[config.mk]
export PLATFORM = sky130hd
export DESIGN_NAME = dmem_arbiter
export DESIGN_NICKNAME = d
export VERILOG_FILES = /design/src/rtl/dmem_arbiter.sv
export SDC_FILE = /design/constraint.sdc
export NUM_CORES = 1
export LEC_CHECK = 0
export BUFFER_PORTS_ARGS = -buffer_cell sky130_fd_sc_hd__buf_2
export CORE_ASPECT_RATIO = 0.8
export CORE_UTILIZATION = 26
export DETAILED_ROUTE_END_ITERATION = 10
export GPL_ROUTABILITY_DRIVEN = 1
export HOLD_SLACK_MARGIN = 0.05
export PLACE_DENSITY = 0.51
export REMOVE_ABC_BUFFERS = 1
export SKIP_LAST_GASP = 1
export SYNTH_ARGS = -nofsm -noshare
export SYNTH_HDL_FRONTEND = slang
export SYNTH_SLANG_ARGS = --single-unit
[constraint.sdc]
create_clock -name clk -period 4.7 [get_ports clk]
set_input_delay 0.94 -clock clk [delete_from_list [all_inputs] [get_ports clk]]
set_output_delay 0.94 -clock clk [all_outputs]
set_load 0.05 [all_outputs]
[src/rtl/dmem_arbiter.sv]
// dmem_arbiter
//   Shares one single-port 16-bit data memory (two byte lanes) between the
//   openMSP430 core and one auxiliary master (DMA engine or UART loader).
//   The core always wins because it cannot be stalled on its dmem pins. The
//   aux master only gets a slot in cycles where the core leaves memory idle.
//
// Parameters
//   AW           memory word-address width
//   DW           data width (16: two byte lanes)
//   STARVE_LIMIT aux pending cycles before aux_starve asserts (1..65535)
//
// Ports
//   clk, rst                     clock, asynchronous active-high reset
//   cpu_cen/wen/addr/din         core dmem request (active-low enables)
//   cpu_dout                     read data to core (held between core reads)
//   aux_req/we/addr/wdata        aux request (level, fields stable until gnt)
//   aux_gnt                      pulse: aux access issued to memory this cycle
//   aux_rdata/aux_rvalid         registered aux read data and its valid pulse
//   aux_starve                   aux pending for >= STARVE_LIMIT cycles
//   mem_cen/wen/addr/din/dout    RAM interface (sync RAM, data next cycle)
//
// Optional feature (macro DMEM_ARB_STAT_EN)
//   Adds stat_clr (in) and stat_aux_cnt (out, 16): saturating count of aux
//   grants with a synchronous clear that beats a same-cycle increment.

module dmem_arbiter #(
  parameter int AW           = 7,
  parameter int DW           = 16,
  parameter int STARVE_LIMIT = 64
) (
  input  logic          clk,
  input  logic          rst,
  input  logic          cpu_cen,
  input  logic [1:0]    cpu_wen,
  input  logic [AW-1:0] cpu_addr,
  input  logic [DW-1:0] cpu_din,
  output logic [DW-1:0] cpu_dout,
  input  logic          aux_req,
  input  logic [1:0]    aux_we,
  input  logic [AW-1:0] aux_addr,
  input  logic [DW-1:0] aux_wdata,
  output logic          aux_gnt,
  output logic [DW-1:0] aux_rdata,
  output logic          aux_rvalid,
  output logic          aux_starve,
  output logic          mem_cen,
  output logic [1:0]    mem_wen,
  output logic [AW-1:0] mem_addr,
  output logic [DW-1:0] mem_din,
  input  logic [DW-1:0] mem_dout
`ifdef DMEM_ARB_STAT_EN
  ,
  input  logic          stat_clr,
  output logic [15:0]   stat_aux_cnt
`endif
);

  localparam logic [15:0] STARVE_LIM = 16'(STARVE_LIMIT);

  typedef enum logic [0:0] {
    ST_IDLE    = 1'b0,
    ST_RD_DATA = 1'b1
  } state_t;

  state_t        state_r;
  logic          aux_gnt_s;
  logic          cpu_rd_r;
  logic [DW-1:0] cpu_hold_r;
  logic [15:0]   starve_cnt_r;
  logic [15:0]   starve_cnt_nxt_s;

  // Grant aux only in core-idle cycles and never while an aux read is in flight.
  always_comb begin
    aux_gnt_s = 1'b0;
    if (aux_req && cpu_cen && (state_r == ST_IDLE)) begin
      aux_gnt_s = 1'b1;
    end else begin
      aux_gnt_s = 1'b0;
    end
  end

  assign aux_gnt = aux_gnt_s;

  // Memory mux: core first, then a granted aux access, else memory idle.
  always_comb begin
    mem_cen  = 1'b1;
    mem_wen  = 2'b11;
    mem_addr = cpu_addr;
    mem_din  = cpu_din;
    if (!cpu_cen) begin
      mem_cen  = 1'b0;
      mem_wen  = cpu_wen;
      mem_addr = cpu_addr;
      mem_din  = cpu_din;
    end else if (aux_gnt_s) begin
      mem_cen  = 1'b0;
      mem_wen  = ~aux_we;
      mem_addr = aux_addr;
      mem_din  = aux_wdata;
    end else begin
      mem_cen  = 1'b1;
      mem_wen  = 2'b11;
      mem_addr = cpu_addr;
      mem_din  = cpu_din;
    end
  end

  // Aux read FSM: a granted read returns its data two cycles after the grant.
  always_ff @(posedge clk or posedge rst) begin
    if (rst) begin
      state_r    <= ST_IDLE;
      aux_rdata  <= {DW{1'b0}};
      aux_rvalid <= 1'b0;
    end else begin
      case (state_r)
        ST_IDLE: begin
          aux_rvalid <= 1'b0;
          // A write completes at the grant itself, so only reads leave IDLE.
          if (aux_gnt_s && (aux_we == 2'b00)) begin
            state_r <= ST_RD_DATA;
          end else begin
            state_r <= ST_IDLE;
          end
        end
        ST_RD_DATA: begin
          aux_rdata  <= mem_dout;
          aux_rvalid <= 1'b1;
          state_r    <= ST_IDLE;
        end
        default: begin
          aux_rvalid <= 1'b0;
          state_r    <= ST_IDLE;
        end
      endcase
    end
  end

  // Track core reads and hold their data so aux reads never disturb cpu_dout.
  always_ff @(posedge clk or posedge rst) begin
    if (rst) begin
      cpu_rd_r   <= 1'b0;
      cpu_hold_r <= {DW{1'b0}};
    end else begin
      cpu_rd_r <= ~cpu_cen & (&cpu_wen);
      if (cpu_rd_r) begin
        cpu_hold_r <= mem_dout;
      end else begin
        cpu_hold_r <= cpu_hold_r;
      end
    end
  end

  assign cpu_dout = cpu_rd_r ? mem_dout : cpu_hold_r;

  // Next starvation count: clears on grant or withdrawn request, saturates.
  always_comb begin
    starve_cnt_nxt_s = starve_cnt_r;
    if (!aux_req || aux_gnt_s) begin
      starve_cnt_nxt_s = 16'h0000;
    end else if (starve_cnt_r == 16'hFFFF) begin
      starve_cnt_nxt_s = starve_cnt_r;
    end else begin
      starve_cnt_nxt_s = starve_cnt_r + 16'h0001;
    end
  end

  // Starvation flag compares the next count so it rises in the pending
  // cycle that crosses the limit and drops the cycle after a grant.
  always_ff @(posedge clk or posedge rst) begin
    if (rst) begin
      starve_cnt_r <= 16'h0000;
      aux_starve   <= 1'b0;
    end else begin
      starve_cnt_r <= starve_cnt_nxt_s;
      aux_starve   <= (starve_cnt_nxt_s >= STARVE_LIM);
    end
  end

`ifdef DMEM_ARB_STAT_EN
  // Saturating aux grant counter; clear wins over a same-cycle grant.
  always_ff @(posedge clk or posedge rst) begin
    if (rst) begin
      stat_aux_cnt <= 16'h0000;
    end else if (stat_clr) begin
      stat_aux_cnt <= 16'h0000;
    end else if (aux_gnt_s && (stat_aux_cnt != 16'hFFFF)) begin
      stat_aux_cnt <= stat_aux_cnt + 16'h0001;
    end else begin
      stat_aux_cnt <= stat_aux_cnt;
    end
  end
`endif

endmodule

==> results.py <==
metrics = {
    "final_layout": {
        "syn_to_final_growth_pct": 35.9,
        "antenna_cells": 0,
        "stdcell_area_sq_um": 3540,
        "final_nets": 464,
        "drive_gt1_share_pct": 45.9,
    },
    "logic_synthesis": {
        "yosysMostFrequentCell": "nand2_1",
        "synth_edf_count": 0,
        "avgSynthCellArea_sq_um": 9.76,
        "synth.area.top_cells": "dfrtp_1 (50%), mux2_2 (14%), nand2_1 (11%)",
        "yosysWarnings": 0,
        "syn_inst": 267,
        "seq_area_frac_synth_pct": 49.9,
        "synth_cell_types": 40,
        "ys_top_cells_by_count": "nand2_1 (73), dfrtp_1 (52), mux2_2 (32), nor2_1 (15), clkbuf_1 (11)",
        "synthFlopType": "dfrtp_1",
        "synth_seq_cells": 52,
        "syn_area_sq_um": 2610,
        "async_flop_share_pct": 100,
        "synth_top_area_share_pct": 49.9,
        "yosysTopAreaCell": "dfrtp_1",
    },
    "timing": {
        "tns_ns": 0,
        "finClkSkew_ns": 0.00457,
        "finalCritPeriodShare_pct": 83.5,
        "fmax_mhz": 255,
        "rsz0062_at_grt": "no",
        "min_period_ns": 3.92,
        "setup_viol": 0,
        "slew_headroom_pct": 25.5,
        "finalHoldViolCount": 0,
        "drv_slew": 0,
        "tightest_slew_ns": 1.11,
    },
    "setup_path": {
        "startpoint_type": "input pin",
        "worstSetupPathType": "in2out",
        "rr_endpoint": "aux_starve",
        "crit_end": "mem_wen[1]",
        "cp_max_fo": 26,
        "cp_data_arrival_time_ns": 2.98,
        "reg2reg_setup_slack_ns": 2.01,
        "r2r_start": "starve_cnt_r[0]",
        "cp-end-kind": "output port",
        "rr_worst_depth": 5,
        "crit_required_ns": 3.76,
        "critPathLaunch": "cpu_cen",
    },
    "global_route": {
        "overflow": 0,
        "antenna_found_initial": 0,
        "grt_pass1_wl_mm": 10.9,
        "grt_max_degree": 53,
        "grtUsageTotal_pct": 13.2,
        "grt_pass1_vias": 2246,
    },
    "detailed_routing": {
        "drt_wl_total_mm": 6.85,
        "antenna_left": 0,
        "drtPass1Iterations": 4,
        "vias_per_cell": 4.39,
        "drc": 0,
        "drtIter0Drc": 82,
        "vias": 2327,
        "wl_per_cell_um": 12.9,
    },
    "clock_tree": {
        "cts_tree": "built",
        "cts_resized": 0,
        "post_cts_buffers": 0,
        "holdBufCountCts": 0,
        "clk_pin_slew_worst_paths_ns": 0.07,
        "cts_sinks": 52,
        "clk_latency_ns": 0.29,
        "cts_made_buffers": 5,
        "clock_path_buffers": 2,
        "root_buffer": "clkbuf_16",
        "h-tree-depth": 2,
    },
    "placed_design": {
        "placed_area_sq_um": 3390,
        "port_buffers": 130,
        "gp_congestion": 0.768,
        "dp_hpwl_mm": 5.04,
    },
    "floorplanning": {
        "die_h_um": 91.6,
        "io_pins": 131,
        "die_x_um": 114,
        "core_sq_um": 9690,
        "die_area_sq_um": 10400,
        "row_count": 32,
        "start_util_pct": 26.9,
    },
    "pwr": {
        "p_per_area_nw_per_um2": 395,
        "leakagePower_nw": 1.79,
        "irDropWorstVdd_mv": 0.240,
    },
    "hold_path": {
        "min_path_type": "reg2reg",
    },
    "flow_run": {
        "max_cap_violations": 0,
    },
    "run_status": {
        "status": "finished clean",
    },
}
==> per-layer routing <==
layer	track usage, %	wire [um]	share of wire (%)
met2	20.1	3120	46
met5	0	0	0
met3	3.94	387	5.6
met4	3.57	56	0.82
met1	18.0	3280	48
==> worst min-delay path by stage <==
stage / from / endpoint / slack (ns) / depth (start not counted)
2_1_floorplan: starve_cnt_r[2] / starve_cnt_r[2] / 0.52 / 1
5_1_grt: cpu_hold_r[9] / cpu_hold_r[9] / 0.51 / 1
3_5_place_dp: cpu_hold_r[5] / cpu_hold_r[5] / 0.48 / 1
6_report: cpu_hold_r[5] / cpu_hold_r[5] / 0.49 / 1
3_3_place_gp: cpu_hold_r[15] / cpu_hold_r[15] / 0.48 / 1
4_1_cts: cpu_hold_r[5] / cpu_hold_r[5] / 0.50 / 1
==> registers in the layout, summed over array words and instances (netlist names) <==
register / flops
cpu_hold_r: 16
aux_starve: 1
aux_rvalid: 1
starve_cnt_r: 16
aux_rdata: 16
cpu_rd_r: 1
state_r: 1
==> placed cells by master, fill, tap and decap left out, types with 2 or more instances in the layout <==
master,instances
o21ai_0,3
xor2_1,3
buf_4,2
a311oi_1,2
nor4_1,3
mux2i_1,4
a21oi_1,4
a31oi_1,2
inv_1,3
nand2_1,73
and2_1,2
mux2_2,32
clkbuf_16,5
nand3_1,8
xnor2_1,3
nand4_1,6
and3_1,3
nor2_1,15
a211oi_1,4
dfrtp_1,52
nand2b_1,2
nor3_1,9
or3_2,2
and4_1,2
buf_2,130
==> cell families (layout without fill, tap and decap cells) <==
| family | after synthesis | after routing | synth area share, % |
|---|---|---|---|
| buffers and inverters | 18 | 145 | 2.59 |
| adder cells (fa/ha/maj) | 1 | 1 | 0.480 |
| flip-flops | 52 | 52 | 49.9 |
| multiplexers | 37 | 37 | 15.9 |
| XOR/XNOR | 6 | 6 | 2.02 |
| AO/OA/AOI/OAI | 20 | 20 | 5.23 |
| AND/OR/NAND/NOR | 133 | 133 | 23.8 |
==> through the flow <==
stage / setup slack [ns] / hold slack, ns / instances / power [W] / utilization, %
6_report: 0.778 / 0.495 / 530 / 0.00140 / 36.5
3_5_place_dp: 0.773 / 0.482 / 522 / 0.00104 / 35.0
4_1_cts: 0.766 / 0.498 / 530 / 0.00142 / 36.5
3_3_place_gp: 0.850 / 0.477 / 522 / 0.00104 / 35.0
5_1_grt: 0.535 / 0.510 / 530 / 0.00146 / 36.5
2_1_floorplan: 0.544 / 0.515 / 254 / 0.000913 / -
==> critical path: stages <==
cell and delay [ns]:
buf_2 0.13, nand2b_1 0.15, or2_2 0.43, clkinv_1 0.69
a21oi_1 0.34, buf_2 0.29
==> cell type report <==
type,instances,area [sq um]
repair buffers,132,666
clock inverters,3,22.5
clock buffers,5,125
well taps,136,170
fillers,1005,6150
inverters,5,18.8
multi-input cells,197,1240
flip-flops and latches,52,1300
==> power by group <==
part	total (W)	internal (W)	switching, W
registers	0.000529	0.000506	0.0000235
clock network	0.000367	0.000199	0.000168
logic	0.000501	0.000128	0.000373
No activity file was read; power rests on OpenSTA's default activity.
